**src/rtl/serial_subtractor.sv**
```systemverilog
// Bit-serial LSB-first subtractor: computes A - B - Borrow_In one bit per clock
// through a 1-bit full-subtractor cell, with the borrow registered back into the cell.

module full_subtractor (
   input  logic a,
   input  logic b,
   input  logic bin,
   output logic diff,
   output logic bout
);
   assign diff = a ^ b ^ bin;
   assign bout = (~a & b) | (b & bin) | (~a & bin);
endmodule

// Handshake: Start_In is accepted on any rising edge where the block is idle
// (Busy_Out=0). While busy, Start_In is ignored. Done_Out is a single-cycle pulse.
// State_Dbg_Out exposes the FSM state: 0 = IDLE, 1 = SHIFT.
module serial_subtractor #(
   parameter int DATA_WIDTH = 8  // legal range 2..32
) (
   input  logic                  Clk_In,
   input  logic                  Reset_n_In,
   input  logic                  Start_In,
   input  logic [DATA_WIDTH-1:0] Data_A_In,
   input  logic [DATA_WIDTH-1:0] Data_B_In,
   input  logic                  Borrow_In,
   output logic                  Busy_Out,
   output logic                  Done_Out,
   output logic [DATA_WIDTH-1:0] Difference_Out,
   output logic                  Borrow_Out,
   output logic                  State_Dbg_Out
);

   localparam int CW = (DATA_WIDTH > 1) ? $clog2(DATA_WIDTH) : 1;
   localparam logic [CW-1:0] LAST = CW'(DATA_WIDTH - 1);

   typedef enum logic {IDLE = 1'b0, SHIFT = 1'b1} state_t;

   state_t                state, state_nxt;
   logic [DATA_WIDTH-1:0] a_reg, a_nxt;
   logic [DATA_WIDTH-1:0] b_reg, b_nxt;
   logic [DATA_WIDTH-1:0] result_reg, result_nxt;
   logic                  borrow_reg, borrow_nxt;
   logic [CW-1:0]         bit_count, bit_count_nxt;
   logic                  busy_nxt, done_nxt, borrow_out_nxt;
   logic [DATA_WIDTH-1:0] difference_nxt;
   logic                  diff_bit, next_borrow;
   logic [DATA_WIDTH-1:0] shifted;

   full_subtractor u_cell (
      .a    (a_reg[0]),
      .b    (b_reg[0]),
      .bin  (borrow_reg),
      .diff (diff_bit),
      .bout (next_borrow)
   );

   // Result fills from the MSB end so the final bit lands LSB-aligned.
   assign shifted       = {diff_bit, result_reg[DATA_WIDTH-1:1]};
   assign State_Dbg_Out = (state == SHIFT);

   always_comb begin
      state_nxt      = state;
      a_nxt          = a_reg;
      b_nxt          = b_reg;
      result_nxt     = result_reg;
      borrow_nxt     = borrow_reg;
      bit_count_nxt  = bit_count;
      busy_nxt       = Busy_Out;
      done_nxt       = 1'b0;
      difference_nxt = Difference_Out;
      borrow_out_nxt = Borrow_Out;
      case (state)
         IDLE: begin
            if (Start_In) begin
               a_nxt         = Data_A_In;
               b_nxt         = Data_B_In;
               borrow_nxt    = Borrow_In;
               result_nxt    = '0;
               bit_count_nxt = '0;
               busy_nxt      = 1'b1;
               state_nxt     = SHIFT;
            end
         end
         SHIFT: begin
            a_nxt         = a_reg >> 1;
            b_nxt         = b_reg >> 1;
            result_nxt    = shifted;
            borrow_nxt    = next_borrow;
            bit_count_nxt = bit_count + 1'b1;
            if (bit_count == LAST) begin
               difference_nxt = shifted;
               borrow_out_nxt = next_borrow;
               done_nxt       = 1'b1;
               busy_nxt       = 1'b0;
               bit_count_nxt  = '0;
               state_nxt      = IDLE;
            end
         end
         default: state_nxt = IDLE;
      endcase
   end

   always_ff @(posedge Clk_In or negedge Reset_n_In) begin
      if (!Reset_n_In) begin
         state          <= IDLE;
         a_reg          <= '0;
         b_reg          <= '0;
         result_reg     <= '0;
         borrow_reg     <= 1'b0;
         bit_count      <= '0;
         Busy_Out       <= 1'b0;
         Done_Out       <= 1'b0;
         Difference_Out <= '0;
         Borrow_Out     <= 1'b0;
      end else begin
         state          <= state_nxt;
         a_reg          <= a_nxt;
         b_reg          <= b_nxt;
         result_reg     <= result_nxt;
         borrow_reg     <= borrow_nxt;
         bit_count      <= bit_count_nxt;
         Busy_Out       <= busy_nxt;
         Done_Out       <= done_nxt;
         Difference_Out <= difference_nxt;
         Borrow_Out     <= borrow_out_nxt;
      end
   end

endmodule
```
**config.mk**
```make
export PLATFORM = sky130hd
export DESIGN_NAME = serial_subtractor
export DESIGN_NICKNAME = d
export VERILOG_FILES = /design/src/rtl/serial_subtractor.sv
export SDC_FILE = /design/constraint.sdc
export NUM_CORES = 1
export LEC_CHECK = 0
export CORE_MARGIN = 5
export CORE_UTILIZATION = 34
export CTS_CLUSTER_DIAMETER = 80
export DETAILED_ROUTE_END_ITERATION = 8
export GPL_TIMING_DRIVEN = 0
export SLEW_MARGIN = 10
export SYNTH_ARGS = -nofsm -noshare
export SYNTH_HDL_FRONTEND = slang
export SYNTH_SLANG_ARGS = --single-unit
```
**constraint.sdc**
```tcl
create_clock -name Clk_In -period 2.68 [get_ports Clk_In]
set_input_delay 0.536 -clock Clk_In [delete_from_list [all_inputs] [get_ports Clk_In]]
set_output_delay 0.536 -clock Clk_In [all_outputs]
set_load 0.01 [all_outputs]
```
; ---- After elaboration in Yosys (flattened, before gate mapping)
; Cells that the tools add are included.
[totals]
ff_bits = 40
latchBits = 0
mem_bits_rw = 0
rom_bits = 0
inputBits = 20
mem_count = 0
[classes]
add_sub_neg = 1
n_mul = 0
div_mod_pow = 0
magnitude_cmp = 0
eq_ne = 3
shifts = 0
mux = 19
bitwise = 9
reduce_logical = 2
[ops]
columns = op, n
row1 = one-hot mux 8 bit (2 select lines), 3
row2 = two-way mux 8 bit, 3
row3 = two-way mux 1 bit, 7
row4 = two-way mux 3 bit, 2
row5 = one-hot mux 1 bit (2 select lines), 3
row6 = one-hot mux 3 bit (2 select lines), 1
row7 = AND reduction 2 bit, 2
row8 = adder 3 x 1 -> 3 bit (second input constant), 1
row9 = bitwise AND 1 bit, 3
row10 = == test 3 bit (second input constant), 1
row11 = inequality test 2 x 1 -> 1 bit (second input constant), 1
row12 = inequality test 2 bit (second input constant), 1
row13 = NOT 1 bit, 2
row14 = OR 1 bit, 2
row15 = XOR 1 bit, 2

; ---- Depth between registers and ports, before layout
; Gate-level depths: netlist of the first run.
[depth]
word_depth = 5
ltp_mapped = 4
depth_no_buf = 4

; ---- Modules after synthesis
; A second synthesis of the first run with hierarchy kept.
[hier_totals]
cells_unflattened = 143
hier_area_um2 = 1735.4
[by_module_without_submodules]
columns = module, instances, cells_per_inst, area_per_inst_um2, seq_area_each_um2
row1 = serial_subtractor, 1, 140, 1707.9, 975.9
row2 = full_subtractor, 1, 3, 27.5, 0.0

; ---- Worst setup path after synthesis of the first run
; No wires, ideal clock.
[synth_timing]
path_type = register -> register
from = register bit_count[0]
to = register Borrow_Out
arrival_time_ns = 1.280
required_time_ns = 2.555
setup_slack_ns = 1.276
stages_incl_launch_ff = 5
path_buffers = 0
path_cell_list = dfrtp_1 > ha_1 > ha_1 > nand2_2 > mux2_2
[synth_via]
elab_chain_cells = 2
[synth_lines]
columns = item, line_no
row1 = start: declaration, 44  ; logic [CW-1:0] bit_count, bit_count_nxt;
row2 = start signal: assignment, 122  ; bit_count <= bit_count_nxt;
row3 = == test 3 bit, 91  ; if (bit_count == LAST) begin
row4 = AND reduction 2 bit (no line), n/a
row5 = end signal: assignment, 126  ; Borrow_Out <= borrow_out_nxt;
row6 = end: declaration, 30  ; output logic Borrow_Out,
; Every way passes these cells.
; A chain may end at the register's enable or synchronous reset.

; ---- Final worst setup path of the first run
[layout_timing]
from = register state (netlist: State_Dbg_Out)
to = output port State_Dbg_Out
[layout_rtl]
columns = item, line_no
row1 = start: declaration, 39  ; state_t state, state_nxt;
row2 = start signal: assignment, 117  ; state <= state_nxt;
row3 = end: declaration, 31  ; output logic State_Dbg_Out
; No word-level cell between the ends.

==> flow_summary.rst, run 1 <==
.. list-table::
   :header-rows: 1

   * - Metric
     - Value
   * - Min Clock Period, post-route
     - 1840 ps
   * - Portion of total power attributed to sequential cells
     - 0.410
   * - Synth area leader
     - dfrtp_1
   * - Maximum vdd ir drop
     - 0.345 mV
   * - First-pass GRT wire length
     - 6.03 mm
   * - Routed vias
     - 1120
   * - Leading cell type by number of instances after synthesis
     - dfrtp_1
   * - Post-synthesis average cell area
     - 12.2 µm²
   * - Endpoints failing hold
     - 0
   * - CTS buffer count
     - 5
   * - Total negative slack for setup checks
     - 0 ps
   * - Detailed-route wire length per cell
     - 14.0 µm
   * - Switching Share
     - 0.309
   * - Ratio of routed vias to standard cells
     - 4.61
   * - Cells on worst reg2reg path
     - 4
   * - Initial standard-cell utilization of the core
     - 0.351
   * - Antenna violation net count after detailed routing
     - 0
   * - Fraction of synthesized cell area taken by the top area cell type
     - 0.585
   * - Peak clock frequency supported by timing
     - 543 MHz
   * - NumNets Final
     - 199
   * - Least-Margin Pin Slew
     - 482 ps
   * - Peak fanout along the critical path
     - 6
   * - Data arrival time of the worst path
     - 1300 ps
   * - Root Buffer Master
     - clkbuf_8
   * - Result of the run
     - finished clean
   * - Number of enable flip-flop cells after synthesis
     - 0
   * - Critical path, cell by cell
     - clkdlybuf4s50_1
   * - Post-detailed-routing wire length
     - 3.41 mm
   * - Area of the mapped netlist
     - 1670 µm²
   * - DR iter-0 viols
     - 39
   * - TritonCTS clock tree
     - yes
   * - Cell with the largest stage delay on the worst path
     - clkdlybuf4s50_1
   * - Number of setup buffers added after CTS
     - 0
   * - Pre-Repair DR Iteration Count
     - 4
   * - Post-synth top cells
     - 39 x dfrtp_1, 18 x mux2i_1, 18 x nand2_1, 18 x o21ai_0, 9 x mux2_2
   * - Power density of the placed cells
     - ~1100 nW/µm²
   * - Tcrit/Tclk final
     - 0.687
   * - Area delta synth->final
     - 32.6%
   * - Fin. max-slew vios
     - 0
   * - Detailed placer's ending HPWL
     - 2.48 mm
   * - Worst-case register-to-register setup slack
     - 1140 ps
   * - Number of different library cells in the post-synthesis netlist
     - 19
   * - CTS HTree Levels
     - 2
   * - Top cells by area in the synthesized netlist
     - dfrtp_1 59%, mux2i_1 11%, mux2_2 6.1%
   * - Max-Slew Margin vs Limit
     - 0.679
   * - Setup repair after global routing missed its margin
     - false
   * - Required time reported for the critical path endpoint
     - 2140 ps
   * - Switching power summed over all nets
     - between 700 and 800 µW
   * - Final design utilization
     - 0.465
   * - Met3 Routed Length
     - 166 µm
   * - Num ports
     - 32
   * - Start-to-end type of the worst setup path
     - reg -> out
   * - Die H
     - ~80 µm
   * - Maximum single-stage delay on the critical path
     - ~570 ps
   * - Internal power consumption
     - 1670 µW
   * - Kind of start point of the critical path
     - flop
   * - Buffer depth of the longest clock path
     - 2
   * - RD Place Congestion
     - slightly below 0.7
   * - Max Cap Violations
     - 0
   * - Cell family with the largest share of critical-path delay
     - buffers and inverters
   * - Core Rows
     - 25
   * - M1 WL
     - 1.53 mm
   * - Number of remaining DRC errors
     - 0
   * - Clock-pin slew reported for the worst setup and hold paths after clock tree synthesis
     - 80 ps
   * - Largest net degree at the start of global routing
     - 22
   * - Placeable core region
     - around 4800 µm²
   * - Number of inserted diodes
     - 0
   * - Antenna violations before repair
     - 0
   * - Sequential fraction of the synthesis area
     - 0.585
   * - Number of cells on the critical path
     - 1
   * - Number of global-route vias before repair
     - 1225
   * - Crit path buf inv count
     - 1
   * - Post-synthesis register bit count
     - 39
   * - Setup clock skew after layout
     - 5.14 ps
   * - Cells after synthesis
     - 137
   * - Clock sink total
     - 39
   * - Share of flip-flops with an asynchronous set or reset after synthesis
     - 1.00
   * - Grt total ovfl
     - 0
   * - Part of the power in the clock network
     - 0.241
   * - Post-synth top flop
     - dfrtp_1
   * - Combinational Power Share
     - 0.350
   * - Number of synthesis warnings
     - 0
   * - Number of hold buffers added after CTS
     - 0
   * - HP Class
     - in -> async
   * - Clock insertion delay at the later pin of the skew report
     - 290 ps
   * - Uppermost layer routed
     - met4
   * - Leakage power
     - approximately 0.0010 µW
   * - Port-buffer cells
     - 30
   * - Number of nets in the synthesized netlist
     - 161
   * - Critical path capture point type
     - output port
   * - Overall global routing resource usage
     - 0.124
   * - Share of layout cells above drive strength 1
     - 0.153
   * - Die span in x
     - roughly 80 µm
   * - Met2 Routed Length
     - 1.64 mm
   * - Number of gates resized after CTS
     - 0
   * - Final setup violation count
     - 0
   * - Die Outline Area
     - 6410 µm²
cell type report:
type	instances	area (µm²)
clock inverters	3	67.6
well taps	67	83.8
fillers	448	2540
plain buffers	8	58.8
repair buffers	31	323
clock buffers	5	68.8
multi-input cells	85	614
flip-flops and latches	39	976
inverters	5	18.8
layout by cell type, fill, tap and decap left out, drive strengths merged:
| master | instances |
|---|---|
| a21o | 1 |
| a22o | 6 |
| buf | 9 |
| bufinv | 2 |
| clkbuf | 6 |
| clkdlybuf4s50 | 29 |
| clkinvlp | 1 |
| dfrtp | 39 |
| fa | 1 |
| ha | 3 |
| inv | 5 |
| mux2 | 9 |
| mux2i | 18 |
| nand2 | 19 |
| nand2b | 3 |
| nor2 | 5 |
| nor3b | 1 |
| o21ai | 18 |
| o22ai | 1 |
logic make-up after synthesis:
group	Yosys count	share of synthesized area
flip-flops	39	0.585
AND/OR/NAND/NOR	28	0.0713
multiplexers	27	0.169
AO/OA/AOI/OAI	26	0.0938
buffers and inverters	13	0.0465
adder cells (fa/ha/maj)	4	0.0345
layer usage:
layer	GRT usage	vias to the layer above
li1	-	542
met1	0.156	548
met2	0.193	25
met3	0.0418	5
met4	0.0557	0
met5	0	-
path summary, 6_finish.rpt:
kind / end / from
min in group Clk_In: b_reg[5] / b_reg[6]
setup / recovery: State_Dbg_Out / State_Dbg_Out
setup reg to reg: Difference_Out[7] / bit_count[0]
hold / removal: b_reg[3] / Reset_n_In
max in group asynchronous: Difference_Out[1] / Reset_n_In
hold reg to reg: b_reg[5] / b_reg[6]
through the flow:
step	std cells	area [µm²]	worst slack [ps]	power [µW]	hold slack, ps
after global placement	234	2050	203	1820	464
final	243	2210	839	2420	194
after global routing	243	2210	780	2610	203
after detailed placement	235	2070	1150	1860	475
after floorplan	137	1670	1280	1500	240
after CTS	243	2210	822	2450	199
power groups by stage:
stage / logic, µW / clock network, µW / registers (µW)
after floorplan: 499 / 0 / 1000
after global placement: 832 / 0 / 988
after detailed placement: 859 / 0 / 1010
after CTS: 865 / 592 / 997
after global routing: 953 / 627 / 1030
final: 847 / 583 / 992
worst register-to-register path: stages, from the launching register on:
cell and delay [ps]:
dfrtp_1 400, ha_1 230, ha_1 210, nand2_2 210, mux2_2 370
No activity file was read; power rests on OpenSTA's default activity.
==> run 2: changes to the inputs <==
Clock period 2.68 ns to 1.9 ns, I/O delays scaled along.
==> results of run 2 <==
Same layout as run 1 (identical final DEF). Status: finished clean.
Among the figures that moved: setup slack after placement 1150 ps -> 369 ps; setup slack after layout 839 ps -> 215 ps; hold slack 194 ps -> 38.5 ps; register-to-register setup slack 1140 ps -> 360 ps; total power 2420 µW -> 3420 µW; worst IR drop on VDD 0.345 mV -> 0.487 mV
==> run 3: changes to the inputs <==
Settings changed: CORE_ASPECT_RATIO set to 1.2, CORE_UTILIZATION 34 to 50, PLACE_DENSITY set to 0.77.
==> run 3 against run 2 <==
Compared with the run above: final area down 2.7%; first-iteration DRC count up 28%; combinational power about the same; sequential cell count unchanged; count of clock-buffer cells in the layout unchanged; sequential power about the same; maximum frequency down 0.83%; sequential share of layout area up 1.2 points; worst hold slack better by 450 ps; critical path depth unchanged; worst setup slack worse by 14 ps; clock power down 16%; critical endpoint unchanged.
==> flow_summary.rst, run 3 (synthesized netlist as in run 1, its figures left out) <==
.. list-table::
   :header-rows: 1

   * - Metric
     - Value
   * - Ratio of routed vias to standard cells
     - 5.40 (+17%)
   * - Uppermost layer routed
     - met4
   * - Start point of the critical path
     - State_Dbg_Out
   * - Peak fanout along the critical path
     - 6 (unchanged)
   * - Detailed-route wire length per cell
     - 15.7 µm (+12%)
   * - Clock-pin slew reported for the worst setup and hold paths after clock tree synthesis
     - 80 ps (about the same)
   * - Result of the run
     - finished clean
   * - Switching power summed over all nets
     - 1070 µW
   * - Clock sink total
     - 39 (unchanged)
   * - Met3 Routed Length
     - 176 µm (+6.0%)
   * - Antenna violations before repair
     - 0 (unchanged)
   * - Number of global-route vias before repair
     - 1283 (+4.7%)
   * - Pre-Repair DR Iteration Count
     - 4 (unchanged)
   * - Num ports
     - 32 (unchanged)
   * - Endpoints failing hold
     - 0 (unchanged)
   * - Peak clock frequency supported by timing
     - 589 MHz
   * - Port-buffer cells
     - 30 (unchanged)
   * - Switching Share
     - 0.325
   * - Overall global routing resource usage
     - 0.165 (+0.0409)
   * - Fin. max-slew vios
     - 0 (unchanged)
   * - Leading cell type in the layout, fill and taps excluded
     - dfrtp_1
   * - Grt total ovfl
     - 0 (unchanged)
   * - Min Clock Period, post-route
     - 1700 ps
   * - Buffer depth of the longest clock path
     - 2 (unchanged)
   * - Combinational Power Share
     - 0.367 (+0.017)
   * - Internal power consumption
     - approximately 2200 µW
   * - Leakage power
     - 0.00103 µW (-0.52%)
   * - CTS buffer count
     - 5 (unchanged)
   * - M1 WL
     - 1.31 mm (-14%)
   * - Number of hold buffers added after CTS
     - 1 (+1)
   * - CTS HTree Levels
     - 2 (unchanged)
   * - Cell with the largest stage delay on the worst path
     - clkdlybuf4s50_1
   * - Post-route setup slack
     - 201 ps
   * - Critical register-to-register path startpoint
     - bit_count[0]
   * - Sum of internal, switching and leakage power
     - 3300 µW
   * - Part of the power in the clock network
     - 0.208 (-0.033)
   * - Number of inserted diodes
     - 0 (unchanged)
   * - Kind of start point of the critical path
     - flop
   * - Critical path capture point type
     - output port
   * - Most frequent cells in the layout
     - 39 x dfrtp_1, 29 x clkdlybuf4s50_1, 18 x mux2i_1, 18 x nand2_1, 18 x o21ai_0
   * - Maximum single-stage delay on the critical path
     - 580 ps (about the same)
   * - Root Buffer Master
     - clkbuf_8
   * - Largest net degree at the start of global routing
     - 27 (+23%)
   * - Data arrival time of the worst path
     - 1320 ps (+20 ps)
   * - Antenna violation net count after detailed routing
     - 0 (unchanged)
   * - Required time reported for the critical path endpoint
     - between 1500 and 2000 ps
   * - Critical path, cell by cell
     - clkdlybuf4s50_1
   * - Placeable core region
     - 3280 µm² (-31%)
   * - Setup clock skew after layout
     - 10.5 ps (+5.36 ps)
   * - Met2 Routed Length
     - 1.82 mm (+11%)
   * - HP Class
     - in -> reg
   * - Setup repair after global routing missed its margin
     - false
   * - Routed vias
     - 1156 (+3.2%)
   * - TritonCTS clock tree
     - yes
   * - DR iter-0 viols
     - 50 (+28%)
   * - Die span in x
     - 62.7 µm (-22%)
   * - Max Cap Violations
     - 0 (unchanged)
   * - Cell family with the largest share of critical-path delay
     - buffers and inverters
   * - Maximum vdd ir drop
     - 0.948 mV
   * - Number of setup buffers added after CTS
     - 0 (unchanged)
   * - WHS
     - 490 ps
   * - Detailed placer's ending HPWL
     - 2.47 mm (-0.34%)
   * - Crit path buf inv count
     - 1 (unchanged)
   * - Clock insertion delay at the later pin of the skew report
     - 300 ps (about the same)
   * - RD Place Congestion
     - 0.718 (+3.9%)
   * - Die Outline Area
     - 4600 µm² (-28%)
   * - Core Rows
     - 23 (-8.0%)
   * - Max-Slew Margin vs Limit
     - 0.716 (+0.0370)
   * - Initial standard-cell utilization of the core
     - 0.508 (+0.158)
   * - Area delta synth->final
     - 29.0%
   * - NumNets Final
     - 200 (+0.50%)
   * - Post-detailed-routing wire length
     - 3.36 mm (-1.3%)
   * - Start-to-end type of the worst setup path
     - reg -> out
   * - Portion of total power attributed to sequential cells
     - 0.425 (+0.015)
   * - Worst slack at placement
     - 376 ps
   * - Die H
     - 73.3 µm (-8.5%)
   * - Hold Startpoint
     - Start_In
   * - Tcrit/Tclk final
     - 0.894
   * - Final setup violation count
     - 0 (unchanged)
   * - Least-Margin Pin Slew
     - 426 ps (-55.5 ps)
   * - Share of layout cells above drive strength 1
     - 0.153 (-0.000867)
   * - First-pass GRT wire length
     - 5.80 mm (-3.9%)
   * - Power density of the placed cells
     - 1540 nW/µm²
   * - Number of remaining DRC errors
     - 0 (unchanged)
   * - Number of gates resized after CTS
     - 0 (unchanged)
## run 3: per-stage QoR
stage                     area [µm²]   util  setup TNS (ps)  cells
after floorplan                 1670      -               0    137
after global routing            2150  0.656               0    214
after CTS                       2150  0.656               0    214
after detailed placement        2030  0.619               0    205
final                           2150  0.656               0    214
after global placement          2010  0.614          -16180    204
## run 3: cell type report
class / count / area [µm²]
plain buffers: 8 / 58.8
repair buffers: 32 / 325
clock buffers: 5 / 68.8
well taps: 37 / 46.3
clock inverters: 3 / 43.8
flip-flops and latches: 39 / 976
inverters: 5 / 18.8
fillers: 281 / 1130
multi-input cells: 85 / 614
## run 3: per-layer routing
metal / GRT usage / vias up
met5: 0 / -
met4: 0.0708 / 0
met3: 0.0566 / 7
met2: 0.298 / 31
met1: 0.175 / 577
li1: - / 541
## run 3: final timing paths
kind	endpoint	slack, ps	cells after the start
worst max-delay path	State_Dbg_Out	200	1
worst min register to register	a_reg[3]	490	2
worst max register to register	Borrow_Out	350	4
min in group asynchronous	b_reg[0]	510	2
max in group asynchronous	b_reg[6]	940	3
worst min-delay path	b_reg[1]	490	3
## run 3: power by group through the flow
stage	logic [µW]	registers, µW	clock network, µW
2_1_floorplan	703	1420	0
3_3_place_gp	1150	1390	0
3_5_place_dp	1210	1420	0
4_1_cts	1240	1410	705
5_1_grt	1350	1450	743
6_report	1210	1400	689
